**config.mk**
```make
export PLATFORM = sky130hd
export DESIGN_NAME = count_display
export DESIGN_NICKNAME = d
export VERILOG_FILES = /design/src/rtl/count_display.sv
export SDC_FILE = /design/constraint.sdc
export NUM_CORES = 1
export LEC_CHECK = 0
export BUFFER_PORTS_ARGS = -buffer_cell sky130_fd_sc_hd__buf_2
export CORE_UTILIZATION = 52
export CTS_CLUSTER_SIZE = 12
export DETAILED_ROUTE_END_ITERATION = 6
export PLACE_DENSITY = 0.71
export SYNTH_ARGS = -nofsm -noshare
export SYNTH_HDL_FRONTEND = slang
export SYNTH_SLANG_ARGS = --single-unit
```
**constraint.sdc**
```tcl
create_clock -name clock -period 1.7 [get_ports clock]
set_input_delay 0.255 -clock clock [delete_from_list [all_inputs] [get_ports clock]]
set_output_delay 0.255 -clock clock [all_outputs]
set_load 0.01 [all_outputs]
```
**src/rtl/count_display.sv**
```systemverilog
// rtl/count_display.sv - two-digit multiplexed common-anode 7-segment display of a 4-bit count with wrap indicator
module count_display #(
    parameter int SCAN_DIV    = 50000,
    parameter int HOLD_FRAMES = 4
) (
    input  logic       clock,
    input  logic       res,
    input  logic [3:0] count,
    output logic [6:0] seg,
    output logic [1:0] an,
    output logic       dp
);

    localparam int             SW        = (SCAN_DIV > 1) ? $clog2(SCAN_DIV) : 1;
    localparam logic [SW-1:0]  SCAN_LAST = SW'(SCAN_DIV - 1);
    localparam logic [7:0]     HOLD_INIT = 8'(HOLD_FRAMES);

    logic [SW-1:0] r_scan_cnt;
    logic          r_digit;
    logic [3:0]    r_disp_val;
    logic [3:0]    r_prev_count;
    logic [7:0]    r_hold;
    logic [6:0]    r_seg;
    logic [1:0]    r_an;
    logic          r_dp;

    logic          w_scan_last;
    logic          w_frame_end;
    logic          w_wrap;
    logic          w_tens;
    logic [3:0]    w_ones;

    // Segment pattern in gfedcba order, active-high (inverted at the output register)
    function automatic logic [6:0] seg_pattern(input logic [3:0] d);
        logic [6:0] p;
        case (d)
            4'd0:    p = 7'b0111111;
            4'd1:    p = 7'b0000110;
            4'd2:    p = 7'b1011011;
            4'd3:    p = 7'b1001111;
            4'd4:    p = 7'b1100110;
            4'd5:    p = 7'b1101101;
            4'd6:    p = 7'b1111101;
            4'd7:    p = 7'b0000111;
            4'd8:    p = 7'b1111111;
            4'd9:    p = 7'b1101111;
            default: p = 7'b0000000;
        endcase
        return p;
    endfunction

    assign w_scan_last = (r_scan_cnt == SCAN_LAST);
    assign w_frame_end = w_scan_last && r_digit;
    // Counter reset forcing 15 -> 0 also counts as a wrap
    assign w_wrap      = (r_prev_count == 4'hF) && (count == 4'h0);
    assign w_tens      = (r_disp_val >= 4'd10);
    assign w_ones      = w_tens ? (r_disp_val - 4'd10) : r_disp_val;

    // Scan timer: each digit is driven for SCAN_DIV cycles, ones digit first
    always_ff @(posedge clock) begin
        if (res) begin
            r_scan_cnt <= '0;
            r_digit    <= 1'b0;
        end else if (w_scan_last) begin
            r_scan_cnt <= '0;
            r_digit    <= ~r_digit;
        end else begin
            r_scan_cnt <= r_scan_cnt + SW'(1);
        end
    end

    // Frame latch: one sample per frame so both digits always agree
    always_ff @(posedge clock) begin
        if (res) begin
            r_disp_val <= 4'd0;
        end else if (w_frame_end) begin
            r_disp_val <= count;
        end
    end

    // Wrap detect and hold: reload on wrap, otherwise count down once per frame
    always_ff @(posedge clock) begin
        if (res) begin
            r_prev_count <= 4'd0;
            r_hold       <= 8'd0;
        end else begin
            r_prev_count <= count;
            if (w_wrap) begin
                r_hold <= HOLD_INIT;
            end else if (w_frame_end && (r_hold != 8'd0)) begin
                r_hold <= r_hold - 8'd1;
            end
        end
    end

    // Output register: drive the selected digit, blanking a zero tens digit
    always_ff @(posedge clock) begin
        if (res) begin
            r_seg <= 7'b1111111;
            r_an  <= 2'b11;
            r_dp  <= 1'b1;
        end else if (!r_digit) begin
            r_seg <= ~seg_pattern(w_ones);
            r_an  <= 2'b10;
            r_dp  <= ~(r_hold != 8'd0);
        end else if (w_tens) begin
            r_seg <= ~seg_pattern(4'd1);
            r_an  <= 2'b01;
            r_dp  <= 1'b1;
        end else begin
            r_seg <= 7'b1111111;
            r_an  <= 2'b11;
            r_dp  <= 1'b1;
        end
    end

    assign seg = r_seg;
    assign an  = r_an;
    assign dp  = r_dp;

endmodule

```
# == Yosys cells after proc, flatten, opt, wreduce, memory -nomap -nowiden ==
# Memories as Yosys holds them, arrays and structs flattened.
# Index checks and enable logic that the tools add are counted.
# totals
register_bits,43
latch_bits,0
mem_bits_rw,0
mem_bits_ro,112
input_bits,6
word_cells,39
memories,1
# op_classes
n_addsub,3
multipliers,0
n_div,0
magnitude_cmp,1
n_eq_ne,2
n_shift,0
muxes,9
n_bitwise,3
reduce_logical,10
# memory_table
name,depth,width,read_ports,rd_ports_with_merged_regs,wr,line,rtl
(no name shown),16,7,1,0,0,36,case (d)
# op_table
cell,count
7-bit 2-to-1 mux,3
"16-bit by 1-bit adder with 16-bit output, second input constant",1
"16-bit equality test, second input constant",1
3-bit 2-to-1 mux,3
8-bit nonzero test,1
2-bit OR reduction,4
"8-bit by 1-bit subtractor with 8-bit output, second input constant",1
7-bit NOT,1
"4-bit equality test, second input constant",1
"4-bit >= comparator, second input constant",1
4-bit zero test,1
4-bit 2-to-1 mux,1
"4-bit subtractor, second input constant",1
1-bit logical AND,3
2-bit 2-to-1 mux,1
1-bit NOT,2
2-bit nonzero test,1
1-bit 2-to-1 mux,1

# == Depth between registers and ports, before layout ==
# Gate-level depths: netlist of run 1.
# An unclocked memory read counts as a cell.
# depth
word_depth,7
ltp_mapped,6

# == Worst setup path after synthesis of run 1 ==
# Ideal clock, no wire load.
# synth_timing
path_kind,reg2reg
start,reg r_hold[0]
end,reg r_hold[6]
arrival_ns,1.553
t_required_ns,1.630
path_slack_ns,0.076
path_stages_with_launch,7
path_buffers,0
period_less_slack_ns,1.624
path_cell_list,dfxtp_1 inv_1 ha_1 inv_1 or4_1 or4_1 a21oi_1
# synth_between
elab_chain_cells,2
elab_cells_between_ends,3
# synth_lines
item,line,rtl
from (decl),22,logic [7:0] r_hold;
from (signal assigned),91,r_hold <= r_hold - 8'd1;
"parallel branches: the longest is 2 deep, another holds 8-bit by 1-bit subtractor with 8-bit output",--,
# Parallel ways; which one is timed is not known.
# A chain may end at the register's enable or synchronous reset.

# == Final worst setup path of run 1 ==
# Same ends and word-level chain as after synthesis.

==> flow_summary_export.csv, run 1 <==
group,metric,value,unit
placement,dp_hpwl,2760,um
global_routing,grt_max_degree,16,
synth,synth-simple-area-share,0.275,
detailed_routing,drc,0,
critical_path,critPathKind,"flip-flop to flip-flop",
timing,final.min_clock_period,1.67,ns
run,drv_cap,0,
critical_path,cp-end-kind,"flip-flop",
final_layout,layout.nets,271,
detailed_routing,wirelength,3840,um
synth,syn_area_per_cell,8.92,um^2
critical_path,cp_slowest_cell,"or4_4",
clocking,cts_tree,"done",
power_and_ir_drop,power.total,1.74,mW
timing,slew-limit-headroom,0.708,
clocking,clkSlewWorstSetupHoldPaths,0.08,ns
critical_path,worst_path_most_repeated_cell,"or4_4",
global_routing,grt_overflow,0,
clocking,numCtsBuffers,5,
power_and_ir_drop,vdd_drop_max,689,uV
clocking,clk_path_buf_depth,2,
detailed_routing,first_pass_iters,5,
global_routing,grt_first_pass_wirelength,6620,um
timing,rsz0062_at_grt,"true",
global_routing,antenna_found_initial,0,
final_layout,final-instance-count-excl-fill,305,
global_routing,grt_usage,0.213,
synth,ys_ff_latch,43,
final_layout,synthToLayoutAreaGrowth,22.9,%
placement,place_inst,296,
synth,synth_seq_area_share,0.447,
final_layout,final_common_cell,"dfxtp_1",
synth,synth_top_family_by_area,"simple AND/OR/NAND/NOR gates",
global_routing,first_global_vias,1543,
timing,skew,0.00906,ns
critical_path,crit_arrival,1.91,ns
die,rows,21,
timing,setup_viol,0,
die,die_x,62.9,um
placement,io_buffers,15,
clocking,root_buffer,"clkbuf_8",
placement,globalplace.congestion,0.864,
synth,synth_compound_area_frac,0.118,
synth,synth_xor_area_frac,0.0682,
die,die_area,3950,um^2
detailed_routing,vias,1638,
critical_path,critical-path-max-stage-delay,0.48,ns
clocking,htree_levels,2,
power_and_ir_drop,p_leak,0.926,nW
outcome,status,"completed",
die,io_pins,16,
clocking,cts.sinks,43,
synth,yosysUniqueCellTypes,40,
detailed_routing,viasPerCell,5.37,
die,core,3440,um^2
timing,fmax,0.600,GHz
power_and_ir_drop,powerDensity,737,nW/um^2
critical_path,path_cells,"inv_2, ha_1, inv_1, or4_4, or4_4, a21oi_2",
detailed_routing,ant_nets,0,
critical_path,cp_top_family,"simple AND/OR/NAND/NOR gates",
final_layout,antenna_cells,0,
min_path,hp-class,"input port to flip-flop",
critical_path,path_buf_inv,2,
critical_path,critical_path_peak_fanout,3,
clocking,clk_latency,0.30,ns
final_layout,nFillCells,304,
timing,period_share,0.981,
synth,synth_warnings,0,
synth,synth_area,1930,um^2
critical_path,setup.worst_path.start_class,"flip-flop",
final_layout,drive_above_1_share,0.259,
timing,worst_slew_pin_slew,0.433,ns
detailed_routing,wire_per_inst,12.6,um
synth,synth.mux.area_fraction,0.00519,
synth,synth_fp_nets,229,
die,die_height,62.9,um
final_layout,design_area,2370,um^2
final_layout,final_cell_mix,"40 x dfxtp_1, 24 x buf_4, 23 x nor2_1",
detailed_routing,initialDrtViolationCount,76,
critical_path,cp.required,1.94,ns
synth,netlist_instances,216,
placement,placed_area,2230,um^2
synth,synthAdderAreaFrac,0.0455,
timing,hold_viol,0,
timing,drv_slew,0,
die,start_util,0.560,
## synthesized netlist by cell type (all sizes together)
master	number	area, um^2
ha	7	87.6
nand4	7	50.1
nor4	5	31.3
clkbuf	3	12.5
o41a	1	11.3
or3	2	12.5
nand2b	3	18.8
buf	2	10.0
dfxtp	43	861
a31oi	1	6.26
nor3	7	35.0
a2111oi	1	8.76
nand3b	3	22.5
o31ai	4	30.0
nor2	24	90.1
xor2	3	26.3
or2	2	12.5
nor4b	1	23.8
nand2	15	56.3
o22ai	1	6.26
inv	15	56.3
mux2i	1	10.0
a21oi	14	70.1
nand3	7	35.0
and3	2	12.5
o21ba	1	10.0
o21ai	6	30.0
or4	6	45.0
a311oi	1	8.76
o2bb2ai	1	8.76
o21a	2	15.0
nor2b	4	25.0
and4	3	26.3
or3b	1	8.76
a21o	3	22.5
and4bb	2	25.0
xnor2	12	105
## through the flow
| step | hold WS [ns] | util | TNS [ns] | setup slack [ns] |
|---|---|---|---|---|
| after floorplan | 0.327 | - | 0 | 0.0765 |
| after global placement | 0.468 | 0.648 | 0 | 0.0492 |
| after detailed placement | 0.478 | 0.648 | -0.0358 | -0.0173 |
| after CTS | 0.204 | 0.672 | 0 | 0.00106 |
| after global routing | 0.212 | 0.688 | -0.0439 | -0.0321 |
| final | 0.204 | 0.688 | 0 | 0.0329 |
## worst register-to-register path, stage by stage, from the launching register on
cell and delay, ns:
dfxtp_2 0.34, inv_2 0.07, ha_1 0.14, inv_1 0.05
or4_4 0.48, or4_4 0.42, a21oi_2 0.12
## kinds of logic after synthesis
group                      count (synthesis)
AOI/OAI and AO/OA                         36
xor gates and xnor gates                  15
adders and majority gates                  7
buffers and inverters                     20
DFF                                       43
muxes                                      1
and+or+nand+nor                           94
## routing by layer
layer | global-route usage | vias up | wire, um
li1 | - | 848 | -
met1 | 0.264 | 760 | 1930
met2 | 0.352 | 23 | 1750
met3 | 0.0438 | 7 | 101
met4 | 0.0959 | 0 | 57
met5 | 0 | - | 0
## registers in the layout (all words and copies together), names as in the netlist
name and cells:
r_disp_val 4, r_scan_cnt 16, seg 7, r_hold 8, r_digit 1, dp 1
r_prev_count 4, an 2
## cell type report
class	instances	area (um^2)	share of cell area
repair buffers	40	275	0.116
well taps	46	57.6	0.0243
clock inverters	2	12.5	0.00529
clock buffers	6	72.6	0.0307
multi-input cells	153	1030	0.434
flip-flops and latches	43	865	0.365
inverters	15	56.3	0.0238
## worst paths after layout
kind / start / to / slack, ns / cells past startpoint
hold / removal: count[1] / r_prev_count[1] / 0.20 / 2
hold reg to reg: r_hold[0] / r_hold[0] / 0.50 / 2
setup reg to reg: r_hold[0] / r_hold[6] / 0.03 / 6
setup / recovery: r_hold[0] / r_hold[6] / 0.03 / 6
## repair_timing
item                                    4_1_cts  5_1_grt
endpoints found under the setup margin        6       10
gates resized for setup                       1       16
buffers inserted                              0        2
hold buffers                                  0        0
pin swaps                                     0        4
## power breakdown
group          switching [mW]  internal (mW)
logic                  0.0442         0.0397
registers             0.00569           1.03
clock network           0.342          0.287
total                   0.392           1.35
(Power assumes the default switching activity.)
==> run 2, diff against run 1 <==
CTS_BUF_LIST = sky130_fd_sc_hd__clkbuf_8 sky130_fd_sc_hd__clkbuf_16   (was default)
==> run 2 against run 1 <==
  * First-iteration DRC count decreased by 1.3%
  * Cell count unchanged
  * Register-to-register slack is essentially flat
  * Critical path type unchanged
==> flow_summary_export.csv, run 2 (synthesis results as in run 1) <==
group,metric,value,unit
placement,placed_area,2230,um^2
timing,fmax,0.600,GHz
placement,place_inst,296,
clocking,hold_buffers,0,
detailed_routing,viasPerCell,5.34,
timing,slew-limit-headroom,0.708,
critical_path,cp-end-kind,"flip-flop",
outcome,status,"completed",
timing,rsz0062_at_grt,"true",
die,die_area,3950,um^2
final_layout,synthToLayoutAreaGrowth,22.9,%
die,rows,21,
die,die_x,62.9,um
global_routing,grt_usage,0.213,
die,io_pins,16,
critical_path,reg2reg_slack,0.03,ns
detailed_routing,wl_met3,88,um
power_and_ir_drop,powerDensity,733,nW/um^2
power_and_ir_drop,p_leak,0.931,nW
clocking,root_buffer,"clkbuf_8",
final_layout,drive_above_1_share,0.263,
detailed_routing,wirelength,3830,um
clocking,cts_tree,"done",
timing,tns,0,ns
detailed_routing,met1_length,1940,um
global_routing,grt_overflow,0,
placement,place_ws,-0.0173,ns
detailed_routing,first_pass_iters,4,
timing,period_share,0.980,
placement,globalplace.congestion,0.864,
detailed_routing,initialDrtViolationCount,75,
final_layout,final_cell_mix,"39 x dfxtp_1, 24 x buf_4, 23 x nor2_1",
critical_path,setup.worst_path.start_class,"flip-flop",
placement,io_buffers,15,
detailed_routing,vias,1630,
timing,worst_slack,0.0332,ns
final_layout,max_flop_register,"r_scan_cnt",
global_routing,grt_max_degree,16,
clocking,clkSlewWorstSetupHoldPaths,0.08,ns
critical_path,critPathKind,"flip-flop to flip-flop",
clocking,numCtsBuffers,5,
detailed_routing,wire_per_inst,12.6,um
global_routing,antenna_found_initial,0,
critical_path,cp.required,1.94,ns
final_layout,final_common_cell,"dfxtp_1",
critical_path,reg2reg_depth,6,
critical_path,reg2reg_from,"r_hold[0]",
timing,holdWs,0.206,ns
power_and_ir_drop,vdd_drop_max,686,uV
min_path,hold_path_end,"r_prev_count[1]",
final_layout,antenna_cells,0,
final_layout,largest_reg_flops,16,
timing,drv_slew,0,
placement,dp_hpwl,2760,um
global_routing,grt_first_pass_wirelength,6620,um
timing,worst_slew_pin_slew,0.433,ns
power_and_ir_drop,power.total,1.74,mW
die,die_height,62.9,um
die,core,3440,um^2
detailed_routing,ant_nets,0,
clocking,clk_path_buf_depth,2,
die,start_util,0.560,
final_layout,final-instance-count-excl-fill,305,
timing,hold_viol,0,
timing,skew,0.00829,ns
clocking,cts.sinks,43,
global_routing,first_global_vias,1543,
run,drv_cap,0,
critical_path,r2r_end,"r_hold[6]",
detailed_routing,drc,0,
timing,setup_viol,0,
final_layout,final_util,0.688,
min_path,hold_depth,2,
critical_path,crit_arrival,1.90,ns
final_layout,layout.nets,271,
critical_path,critical_path_peak_fanout,3,
final_layout,nFillCells,304,
clocking,htree_levels,2,
detailed_routing,met2RoutedLength,1740,um
clocking,clk_latency,0.30,ns
min_path,hold_start,"count[1]",
timing,final.min_clock_period,1.67,ns
final_layout,design_area,2370,um^2
detailed_routing,highest_layer,"met4",
min_path,hp-class,"input port to flip-flop",
-- run 2: cell count changes in the layout (fill, tap and decap cells not counted) --
cell      before  now
dfxtp_1       40   39
dfxtp_2        3    4
clkbuf_1       1    0
inv_1         14   15
-- run 2: power by group --
group / leakage [nW] / switching, mW / internal, mW / total (mW)
Combinational: 0.533 / 0.0443 / 0.0397 / 0.0839
Sequential: 0.352 / 0.00570 / 1.03 / 1.03
Clock: 0.0453 / 0.337 / 0.281 / 0.618
Total: 0.931 / 0.387 / 1.35 / 1.74
-- run 2: worst max-delay path by stage --
stage	start	cells after the start	to	slack [ns]
2_1_floorplan	r_hold[0]	6	r_hold[6]	0.08
3_3_place_gp	r_hold[0]	6	r_hold[6]	0.05
3_5_place_dp	r_hold[0]	6	r_hold[2]	-0.02
4_1_cts	r_hold[0]	6	r_hold[2]	0.001
5_1_grt	r_hold[0]	6	r_hold[6]	-0.03
6_report	r_hold[0]	6	r_hold[6]	0.03
-- run 2: metal layers --
| metal | GRT usage | vias up |
|---|---|---|
| li1 | - | 847 |
| met1 | 0.264 | 755 |
| met2 | 0.352 | 22 |
| met3 | 0.0438 | 6 |
| met4 | 0.0959 | 0 |
| met5 | 0 | - |
-- run 2: critical path, stage by stage, from the launching register on --
cell	delay (ns)
dfxtp_2	0.34
inv_2	0.07
ha_1	0.14
inv_1	0.05
or4_4	0.48
or4_4	0.42
a21oi_2	0.12
-- run 2: cell type report --
cell class,instances,area (um^2),share of cell area
clock inverters,3,16.3,0.00687
flip-flops and latches,43,866,0.366
repair buffers,40,275,0.116
multi-input cells,153,1030,0.434
clock buffers,5,68.8,0.0291
inverters,15,56.3,0.0238
well taps,46,57.6,0.0243
-- run 2: repair_timing --
action	CTS	global route
setup buffers	0	2
pin swaps	0	3
endpoints found under the setup margin	6	10
gates resized for setup	1	17
==> run 3, diff against run 2 <==
CORE_UTILIZATION = 40   (was 52)
PLACE_DENSITY = 0.56   (was 0.71)
==> run 3 against run 2 <==
  * Combinational power shrank 2%
  * First-iteration DRC count shrank 32%
  * Sequential share of layout area shrank 1.3 points
  * Cell count grew 1.6%
  * Worst setup slack gained 0.017 ns
  * Wire length shrank 1.9%
  * Via count shrank 3.0%
  * Sequential power is essentially flat
  * Die area grew 29%
  * Sequential cell count is the same
  * Clock skew grew 0.00091 ns
  * Critical path depth is the same
  * Largest power group unchanged
==> flow_summary_export.csv, run 3 (synthesis results as in run 1) <==
group,metric,value,unit
power_and_ir_drop,powerDensity,832,nW/um^2
clocking,root_buffer,"clkbuf_8",
timing,slew-limit-headroom,0.690,
die,core,4500,um^2
critical_path,cp_slowest_cell,"or4_4",
placement,place_ws,-0.0145,ns
global_routing,grt_overflow,0,
clocking,clk_path_buf_depth,2,
final_layout,max_flop_register,"r_scan_cnt",
critical_path,reg2reg_slack,0.05,ns
timing,drv_slew,0,
timing,holdWs,0.191,ns
power_and_ir_drop,vdd_drop_max,554,uV
critical_path,reg2reg_depth,6,
final_layout,antenna_cells,0,
detailed_routing,viasPerCell,5.10,
min_path,hold_start,"count[3]",
global_routing,grt_max_degree,16,
die,start_util,0.428,
critical_path,critical_path_peak_fanout,4,
final_layout,drive_above_1_share,0.287,
global_routing,grt_usage,0.160,
clocking,cts_tree,"done",
die,die_x,71.4,um
timing,skew,0.00921,ns
timing,worst_slack,0.0499,ns
placement,globalplace.congestion,0.785,
clocking,numCtsBuffers,5,
timing,worst_slew_pin_slew,0.460,ns
final_layout,nFillCells,431,
global_routing,first_global_vias,1341,
final_layout,final_util,0.545,
final_layout,final_cell_mix,"40 x dfxtp_1, 23 x nor2_1, 23 x buf_4",
clocking,htree_levels,2,
die,die_area,5100,um^2
power_and_ir_drop,power.share.switching,0.193,
timing,period_share,0.971,
clocking,clk_latency,0.30,ns
power_and_ir_drop,seq_power_share,0.506,
placement,io_buffers,15,
outcome,status,"completed",
critical_path,r2r_end,"r_hold[6]",
placement,dp_hpwl,2680,um
clocking,cts.sinks,43,
min_path,hold_path_end,"r_prev_count[3]",
final_layout,regArea,865,um^2
detailed_routing,wire_per_inst,12.1,um
critical_path,setup.worst_path.start_class,"flip-flop",
critical_path,cp_top_family,"simple AND/OR/NAND/NOR gates",
timing,setup_viol,0,
critical_path,path_buf_inv,2,
min_path,hold_depth,2,
timing,final.min_clock_period,1.65,ns
die,die_height,71.4,um
timing,hold_viol,0,
power_and_ir_drop,power.switching,394,uW
power_and_ir_drop,p_int,1.65,mW
final_layout,layout.nets,270,
critical_path,cp-end-kind,"flip-flop",
critical_path,cp.required,1.94,ns
timing,rsz0062_at_grt,"true",
power_and_ir_drop,p_leak,0.956,nW
critical_path,critical-path-max-stage-delay,0.47,ns
power_and_ir_drop,clock_power_share,0.454,
detailed_routing,ant_nets,0,
final_layout,final_common_cell,"dfxtp_1",
clocking,clkSlewWorstSetupHoldPaths,0.08,ns
detailed_routing,drc,0,
detailed_routing,vias,1581,
detailed_routing,initialDrtViolationCount,51,
detailed_routing,first_pass_iters,7,
global_routing,grt_first_pass_wirelength,6290,um
critical_path,crit_arrival,1.89,ns
critical_path,reg2reg_from,"r_hold[0]",
final_layout,largest_reg_flops,16,
detailed_routing,wirelength,3760,um
power_and_ir_drop,pwr-share-comb,0.040,
min_path,hp-class,"input port to flip-flop",
die,rows,24,
final_layout,multi_input_area,1070,um^2
critical_path,critPathKind,"flip-flop to flip-flop",
final_layout,synthToLayoutAreaGrowth,27.3,%
global_routing,antenna_found_initial,0,
timing,fmax,0.606,GHz
critical_path,path_cells,"inv_2, ha_4, inv_2, or4_4, or4_4, a21oi_2",
run,drv_cap,0,
die,io_pins,16,
run 3: power groups by stage:
stage               logic (mW)  clock network [mW]  registers, mW
CTS                     0.0823               0.958           1.03
global placement        0.0818                   0           1.06
detailed placement      0.0821                   0           1.06
global route            0.0913                1.01           1.03
finish                  0.0826               0.926           1.03
floorplan               0.0318                   0           1.06
run 3: timing repair:
item                                    4_1_cts  5_1_grt
pin swaps                                     1        7
gates resized for setup                       2       26
hold buffers                                  0        0
setup buffers                                 0        1
endpoints found under the setup margin        4        9
run 3: per-stage QoR:
step	instances	power [mW]	area, um^2	setup TNS (ns)
2_1_floorplan	216	1.09	1930	0
3_3_place_gp	302	1.14	2240	0
3_5_place_dp	302	1.14	2240	-0.0196
4_1_cts	310	2.07	2380	0
5_1_grt	310	2.13	2450	-0.0316
6_report	310	2.04	2450	0
run 3: worst max path at each step:
stage	slack, ns	start	cells past startpoint	end
floorplan	0.08	r_hold[0]	6	r_hold[6]
global placement	0.03	r_hold[0]	6	r_hold[6]
detailed placement	-0.01	r_hold[0]	5	r_hold[1]
CTS	0.003	r_scan_cnt[0]	5	r_hold[4]
global route	-0.02	r_scan_cnt[12]	5	r_hold[2]
finish	0.05	r_hold[0]	6	r_hold[6]
run 3: per-layer routing:
layer	wire [um]	vias up	track usage
met3	127	5	0.0506
met4	42	0	0.0600
met1	2020	713	0.226
li1	-	844	-
met5	0	-	0
met2	1570	19	0.226
run 3: layout make-up:
cell class                 count  share of cell area
clock buffer                   5              0.0280
clock inverter                 3              0.0260
inverter                      15              0.0229
multi-input combinational    153               0.435
sequential                    43               0.352
tap                           52              0.0265
timing repair buffer          39               0.109
